[src/rtl/mppt_pkg.sv]
// Shared encodings for the DC-DC converter control blocks: sequencer states,
// fault cause codes and a small saturating-increment helper.
package mppt_pkg;

  localparam logic [2:0] ST_IDLE      = 3'd0;
  localparam logic [2:0] ST_PRECHECK  = 3'd1;
  localparam logic [2:0] ST_SOFTSTART = 3'd2;
  localparam logic [2:0] ST_RUN       = 3'd3;
  localparam logic [2:0] ST_BACKOFF   = 3'd4;
  localparam logic [2:0] ST_LOCKOUT   = 3'd5;

  localparam logic [2:0] FAULT_NONE = 3'd0;
  localparam logic [2:0] FAULT_EXT  = 3'd1;
  localparam logic [2:0] FAULT_OC   = 3'd2;
  localparam logic [2:0] FAULT_OV   = 3'd3;
  localparam logic [2:0] FAULT_UV   = 3'd4;

  function automatic logic [2:0] sat_inc3(input logic [2:0] v);
    return (v == 3'd7) ? 3'd7 : v + 3'd1;
  endfunction

endpackage

[src/rtl/fault_detector.sv]
// Combinational threshold compares with fixed priority EXT > OC > OV > UV.
// UV only counts when uv_en is high (converter switching).
module fault_detector
  import mppt_pkg::*;
#(
  parameter int DATA_WIDTH = 32
) (
  input  logic                         ext_fault,
  input  logic                         uv_en,
  input  logic signed [DATA_WIDTH-1:0] v_in,
  input  logic signed [DATA_WIDTH-1:0] v_out,
  input  logic signed [DATA_WIDTH-1:0] i_in,
  input  logic signed [DATA_WIDTH-1:0] v_in_min,
  input  logic signed [DATA_WIDTH-1:0] v_out_max,
  input  logic signed [DATA_WIDTH-1:0] i_max,
  output logic                         fault,
  output logic [2:0]                   code
);

  // Priority encode the active fault cause.
  always_comb begin
    code = FAULT_NONE;
    if (ext_fault) begin
      code = FAULT_EXT;
    end else if (i_in > i_max) begin
      code = FAULT_OC;
    end else if (v_out > v_out_max) begin
      code = FAULT_OV;
    end else if (uv_en && (v_in < v_in_min)) begin
      code = FAULT_UV;
    end else begin
      code = FAULT_NONE;
    end
    fault = (code != FAULT_NONE);
  end

endmodule

[src/rtl/converter_sequencer.sv]
// Start-up / run / fault sequencer for the DC-DC stage. One shared cycle counter
// times precharge, soft-start, backoff and the stable-RUN retry clear.
module converter_sequencer
  import mppt_pkg::*;
#(
  parameter int DATA_WIDTH       = 32,
  parameter int PRECHARGE_CYCLES = 50_000,
  parameter int SOFTSTART_CYCLES = 1_000_000,
  parameter int RETRY_CYCLES     = 5_000_000,
  parameter int MAX_RETRIES      = 3
) (
  input  logic                         clk,
  input  logic                         rst_n,
  input  logic                         run_req,
  input  logic                         fault_clear,
  input  logic                         ext_fault,
  input  logic signed [DATA_WIDTH-1:0] v_in,
  input  logic signed [DATA_WIDTH-1:0] v_out,
  input  logic signed [DATA_WIDTH-1:0] i_in,
  input  logic signed [DATA_WIDTH-1:0] v_in_min,
  input  logic signed [DATA_WIDTH-1:0] v_out_max,
  input  logic signed [DATA_WIDTH-1:0] i_max,
  output logic                         pwm_enable,
  output logic                         pwm_shutdown,
  output logic                         soft_start_enable,
  output logic                         mppt_enable,
  output logic [2:0]                   state,
  output logic [2:0]                   fault_code,
  output logic [2:0]                   retry_count
);

  localparam logic [31:0] PRE_LAST   = 32'(PRECHARGE_CYCLES - 1);
  localparam logic [31:0] SS_LAST    = 32'(SOFTSTART_CYCLES - 1);
  localparam logic [31:0] RETRY_LAST = 32'(RETRY_CYCLES - 1);
  localparam logic [2:0]  RETRY_LIM  = 3'(MAX_RETRIES);

  logic [2:0]  state_q, state_d;
  logic [31:0] cnt_q, cnt_d, cnt_inc_s;
  logic [2:0]  retry_q, retry_d;
  logic [2:0]  code_q, code_d;
  logic        pwm_en_q, pwm_en_d;
  logic        pwm_sd_q, pwm_sd_d;
  logic        ss_en_q, ss_en_d;
  logic        mppt_en_q, mppt_en_d;
  logic        uv_en_s, fault_s, vin_ok_s;
  logic [2:0]  fcode_s;

  assign uv_en_s   = (state_q == ST_SOFTSTART) || (state_q == ST_RUN);
  assign vin_ok_s  = (v_in >= v_in_min);
  assign cnt_inc_s = (cnt_q == 32'hFFFF_FFFF) ? cnt_q : cnt_q + 32'd1;

  fault_detector #(.DATA_WIDTH(DATA_WIDTH)) u_fault_detector (
    .ext_fault (ext_fault),
    .uv_en     (uv_en_s),
    .v_in      (v_in),
    .v_out     (v_out),
    .i_in      (i_in),
    .v_in_min  (v_in_min),
    .v_out_max (v_out_max),
    .i_max     (i_max),
    .fault     (fault_s),
    .code      (fcode_s)
  );

  // Next state, counter, retry and fault-code bookkeeping.
  always_comb begin
    state_d = state_q;
    cnt_d   = cnt_inc_s;
    retry_d = retry_q;
    code_d  = code_q;
    case (state_q)
      ST_IDLE: begin
        if (run_req) state_d = ST_PRECHECK;
        else         state_d = ST_IDLE;
      end
      ST_PRECHECK, ST_SOFTSTART, ST_RUN: begin
        // A fault outranks both run_req dropping and a timer completing.
        if (fault_s) begin
          state_d = ST_BACKOFF;
          code_d  = fcode_s;
          retry_d = sat_inc3(retry_q);
        end else if (!run_req) begin
          state_d = ST_IDLE;
        end else if (state_q == ST_PRECHECK) begin
          if (!vin_ok_s)              cnt_d   = 32'd0;
          else if (cnt_q == PRE_LAST) state_d = ST_SOFTSTART;
          else                        state_d = ST_PRECHECK;
        end else if (state_q == ST_SOFTSTART) begin
          if (cnt_q == SS_LAST) state_d = ST_RUN;
          else                  state_d = ST_SOFTSTART;
        end else begin
          if (cnt_q == RETRY_LAST) retry_d = 3'd0;
          else                     retry_d = retry_q;
        end
      end
      ST_BACKOFF: begin
        if (cnt_q == RETRY_LAST) begin
          if (retry_q >= RETRY_LIM) begin
            state_d = ST_LOCKOUT;
          end else if (run_req) begin
            state_d = ST_PRECHECK;
          end else begin
            state_d = ST_IDLE;
            retry_d = 3'd0;
          end
        end else begin
          state_d = ST_BACKOFF;
        end
      end
      ST_LOCKOUT: begin
        if (fault_clear) begin
          state_d = ST_IDLE;
          retry_d = 3'd0;
          code_d  = FAULT_NONE;
        end else begin
          state_d = ST_LOCKOUT;
        end
      end
      default: state_d = ST_IDLE;
    endcase
    if (state_d != state_q) cnt_d = 32'd0;
    else                    cnt_d = cnt_d;
  end

  // Power-stage control decode from the next state.
  always_comb begin
    pwm_en_d  = 1'b0;
    pwm_sd_d  = 1'b1;
    ss_en_d   = 1'b0;
    mppt_en_d = 1'b0;
    case (state_d)
      ST_SOFTSTART: begin
        pwm_en_d = 1'b1;
        pwm_sd_d = 1'b0;
        ss_en_d  = 1'b1;
      end
      ST_RUN: begin
        pwm_en_d  = 1'b1;
        pwm_sd_d  = 1'b0;
        ss_en_d   = 1'b1;
        mppt_en_d = 1'b1;
      end
      default: begin
        pwm_en_d  = 1'b0;
        pwm_sd_d  = 1'b1;
        ss_en_d   = 1'b0;
        mppt_en_d = 1'b0;
      end
    endcase
  end

  // State, counter and registered outputs.
  always_ff @(posedge clk or negedge rst_n) begin
    if (!rst_n) begin
      state_q   <= ST_IDLE;
      cnt_q     <= 32'd0;
      retry_q   <= 3'd0;
      code_q    <= FAULT_NONE;
      pwm_en_q  <= 1'b0;
      pwm_sd_q  <= 1'b1;
      ss_en_q   <= 1'b0;
      mppt_en_q <= 1'b0;
    end else begin
      state_q   <= state_d;
      cnt_q     <= cnt_d;
      retry_q   <= retry_d;
      code_q    <= code_d;
      pwm_en_q  <= pwm_en_d;
      pwm_sd_q  <= pwm_sd_d;
      ss_en_q   <= ss_en_d;
      mppt_en_q <= mppt_en_d;
    end
  end

  assign state             = state_q;
  assign fault_code        = code_q;
  assign retry_count       = retry_q;
  assign pwm_enable        = pwm_en_q;
  assign pwm_shutdown      = pwm_sd_q;
  assign soft_start_enable = ss_en_q;
  assign mppt_enable       = mppt_en_q;

endmodule
[config.mk]
export PLATFORM = sky130hd
export DESIGN_NAME = converter_sequencer
export DESIGN_NICKNAME = d
export VERILOG_FILES = /design/src/rtl/mppt_pkg.sv /design/src/rtl/fault_detector.sv /design/src/rtl/converter_sequencer.sv
export SDC_FILE = /design/constraint.sdc
export NUM_CORES = 1
export LEC_CHECK = 0
export CAP_MARGIN = 20
export CELL_PAD_IN_SITES_DETAIL_PLACEMENT = 0
export CELL_PAD_IN_SITES_GLOBAL_PLACEMENT = 1
export CORE_MARGIN = 4
export CORE_UTILIZATION = 34
export CTS_CLUSTER_SIZE = 14
export DETAILED_ROUTE_END_ITERATION = 8
export GPL_ROUTABILITY_DRIVEN = 0
export PLACE_DENSITY = 0.87
export SETUP_SLACK_MARGIN = 0.3
export SYNTH_ARGS = -nofsm -noshare
export SYNTH_HDL_FRONTEND = slang
export SYNTH_HIERARCHICAL = 1
export SYNTH_SLANG_ARGS = --single-unit
export TNS_END_PERCENT = 30
[constraint.sdc]
create_clock -name clk -period 2.75 [get_ports clk]
set_input_delay 0.55 -clock clk [delete_from_list [all_inputs] [get_ports clk]]
set_output_delay 0.55 -clock clk [all_outputs]
set_load 0.02 [all_outputs]
==> summary.md <==
| Metric | Value |
|---|---|
| Initial Util | `a little over a third` |
| Synth Flop Type | `dfrtp_1` |
| CTS buffer count | `5` |
| Max cap viols | `0` |
| DR WL met3 | `972 um` |
| Maximum VDD drop | `between 0.5 and 0.6 mV` |
| Mean Syn Cell Area | `8.400 um^2` |
| Sw frac | `between 30% and 40%` |
| Type of origin of the critical path | `primary input` |
| Mapped cell area | `0.006048 mm^2` |
| Most frequent cells in the layout | `dlygate4sd2_1 (129), buf_4 (86), inv_1 (83)` |
| Final clock skew | `6.782 ps` |
| Met2 WL | `9.782 mm` |
| Finished Core Util | `59.41%` |
| Netlist cell types | `80` |
| Vias | `6,238` |
| Worst-margin pin slew | `between 400 and 500 ps` |
| Critical path depth | `19` |
| Max layer used | `met4` |
| Slowest stage cell, crit path | `a211o_1` |
| Final WS setup | `-924.6 ps` |
| Hpwl dp | `15.26 mm` |
| First-pass iteration count of the detailed router | `4` |
| Critical path endpoint category | `flip-flop` |
| Nets | `1,353` |
| Sequential share of the synthesized area | `between 10% and 20%` |
| Die footprint | `0.01999 mm^2` |
| Failing checks | `setup timing` |
| DR iter-0 viols | `between 150 and 200` |
| CTS Buffer Depth | `2` |
| Clk_lat worst skew | `290 ps` |
| Syn Inst Count | `a little over 700` |
| RR Endpoint | `cnt_q[10]$_DFF_PN0_` |
| Vias in the first global route | `6,491` |
| Crit Path Category | `in2reg` |
| Comb power frac | `66.1%` |
| I/O Pins | `210` |
| Required @ worst endpoint | `2920 ps` |
| Post-synth EDFFs | `0` |
| Final-report max-slew violation count | `0` |
| Total power draw | `4007 uW` |
| DRC Markers | `0` |
| Simple-gate share of the synthesized area | `24.58%` |
| Global-route usage over all layers | `19.00%` |
| Mux contribution to synthesized area | `less than 1%` |
| Commonest non-fill, non-tap cell in the layout | `dlygate4sd2_1` |
| Initial antenna violation count | `1` |
| Hold_ws | `roughly 97 ps` |
| Clock-pin slew on the worst setup and hold paths | `70 ps` |
| Total gr overflow | `0` |
| Die width | `about 140 um` |
| Via density | `4.971` |
| Fraction of layout cells with a size suffix above 1 | `34.44%` |
| Post-Place Worst Slack | `-1731 ps` |
| Final Hold Fails | `0` |
| Port bufs | `209` |
| Tcrit/Tclk final | `133.6%` |
| DIE HEIGHT | `roughly 140 um` |
| Async SR Flop Fraction | `100.0%` |
| Slew margin rel. | `67.93%` |
| Syn Nets | `1,046` |
| CP peak stage delay | `290 ps` |
| P_int | `2420 uW` |
| Area grow syn2layout | `70.50%` |
| Crit-path cells | `clkdlybuf4s15_1, inv_2, ha_4, nand4_1, buf_4, nor4_4, a21boi_2, o31a_1, or3_4, nand4_4, a211o_1, nor3b_4, nand3_2, o21ai_4, o311ai_4, mux2i_4, buf_12, buf_12, nor3_2` |
| Synth Area in XOR/XNOR | `about 4.3%` |
| # setup viols final | `between 40 and 50` |
| Antenna Nets Post-Route | `0` |
| Placed Instance Area | `0.009077 mm^2` |
| First-pass GRT wire length | `31.26 mm` |
| Root Buffer | `clkbuf_16` |
| Hold Crit Class | `in2async` |
| Core Area | `between 0.015 and 0.02 mm^2` |
| Synth Area in Adders | `approximately a quarter` |
| Largest net degree at the start of global routing | `45` |
| Unrepaired setup endpoints after global routing | `yes` |
| R2r setup slk | `180 ps` |
| Worst Setup SP | `v_out_max[13]` |
| Worst setup path endpoint | `cnt_q[15]$_DFF_PN0_` |
| Crit Path Max Fanout | `8` |
| P_sw | `1587 uW` |
| Wire per inst | `15.63 um` |
| WP buf/inv | `5` |
| H-tree depth | `2` |
| Clock network power share | `14.9%` |
| Fmax | `~270 MHz` |
| WL met1 | `8.553 mm` |
| Main combinational cell family by area after synthesis | `adder cells` |
| Arr. time, crit path | `3850 ps` |
| Yosys warnings | `6` |
| Tmin final | `3675 ps` |
| Rows | `48` |
| Reg power frac | `19.1%` |
| WL final | `19.62 mm` |
| Most used cell, CP | `buf_12` |
| Cell area power density | `about 390 mW/mm^2` |
| Yosys reg bits | `44` |
| Clk sink count | `44` |
| Post-Layout Inst Area | `0.01031 mm^2` |
| LEAKAGE | `0.004786 uW` |
| Compound-Gate Fraction of Synth Area | `between 15 and 20%` |
| CP delay by family, top | `simple AND/OR/NAND/NOR gates` |
| Crit Reg-Reg Startpoint | `cnt_q[0]$_DFF_PN0_` |
| Outcome | `complete, but fails checks` |
| Number of cells on the worst reg-to-reg path | `10` |
| CTS tree | `yes` |
[cell type report]
cell class | instances | area (um^2)
fillers | 1576 | 7044
multi-input cells | 529 | 5454
repair buffers | 312 | 2799
flip-flops and latches | 44 | 1102
inverters | 135 | 521.8
well taps | 225 | 281.5
clock buffers | 5 | 125.1
clock inverters | 3 | 23.77
diodes | 2 | 5.005
[cells by family after synthesis]
| family | after synthesis |
|---|---|
| flip-flops | 44 |
| multiplexers | 4 |
| XOR/XNOR | 30 |
| AND/OR/NAND/NOR | 227 |
| AO/OA/AOI/OAI | 139 |
| buffers and inverters | 147 |
| adder cells (fa/ha/maj) | 129 |
[routing by layer]
metal	track usage, %	up-vias
met5	0	-
met4	3.636	0
met2	34.31	145
li1	-	3175
met1	24.33	2897
met3	2.562	21
[worst min path at each step]
stage                                endpoint  cells past startpoint
finish                    cnt_q[26]$_DFF_PN0_                      1
global route              cnt_q[24]$_DFF_PN0_                      1
CTS                       cnt_q[24]$_DFF_PN0_                      1
detailed placement  fault_code[1]$_DFFE_PN0P_                      1
global placement    fault_code[1]$_DFFE_PN0P_                      1
floorplan                  cnt_q[0]$_DFF_PN0_                      0
[repair_timing]
action	4_1_cts	5_1_grt
hold buffers	0	0
setup endpoints to repair	44	44
endpoints found under the hold margin	0	0
resized for setup	354	62
cloned	2	0
pin swaps	119	32
setup buffers	15	6
[per-stage QoR]
stage	instances	TNS [ps]
floorplan	720	-28810
global placement	1221	-65000
detailed placement	1221	-67520
CTS	1246	-32420
global route	1254	-39770
finish	1255	-33520
[cells in the mapped netlist, drive strengths merged, types with 3 or more instances]
cell | count | area, um^2
nor2b | 6 | 37.54
nor2 | 29 | 108.9
o21ai | 19 | 95.09
xnor2 | 22 | 192.7
or4 | 3 | 30.03
nand3b | 3 | 22.52
nand3 | 21 | 117.6
and3 | 7 | 43.79
inv | 135 | 506.7
nor3 | 42 | 380.4
a211o | 3 | 26.28
a21oi | 56 | 284.0
nand2b | 5 | 31.28
a31oi | 3 | 18.77
a21o | 15 | 113.9
ha | 129 | 1614
a221o | 3 | 30.03
or3 | 5 | 36.28
o221ai | 3 | 45.04
or2 | 3 | 18.77
and4 | 8 | 75.07
nor4 | 11 | 90.08
o21a | 8 | 60.06
a22o | 3 | 26.28
xor2 | 8 | 70.07
buf | 10 | 81.32
o311ai | 3 | 26.28
a221oi | 4 | 35.03
nand4 | 29 | 193.9
dfrtp | 43 | 1076
nand2 | 39 | 146.4
nor3b | 4 | 40.03
[flip-flops by register name (all words and copies together), names as in the netlist]
register / flops
mppt_enable: 1
pwm_shutdown: 1
fault_code: 3
retry_count: 3
cnt_q: 32
soft_start_enable: 1
state: 3
[worst register-to-register path, stage by stage, from the launching register on]
cell and delay, ps:
dfrtp_1 390, ha_1 210, nand2_1 180, nor4_1 470, and4_4 350, a21o_2 180
nor2_1 80, o221ai_4 220, buf_6 150, buf_12 160, nor3_4 70
[power groups by stage]
stage	clock network [uW]	logic (uW)	registers, uW
2_1_floorplan	0	1140	821
3_3_place_gp	0	2030	776
3_5_place_dp	0	2050	775
4_1_cts	603	2580	766
5_1_grt	635	2870	775
6_report	595	2650	765
No activity file was read; power rests on OpenSTA's default activity.
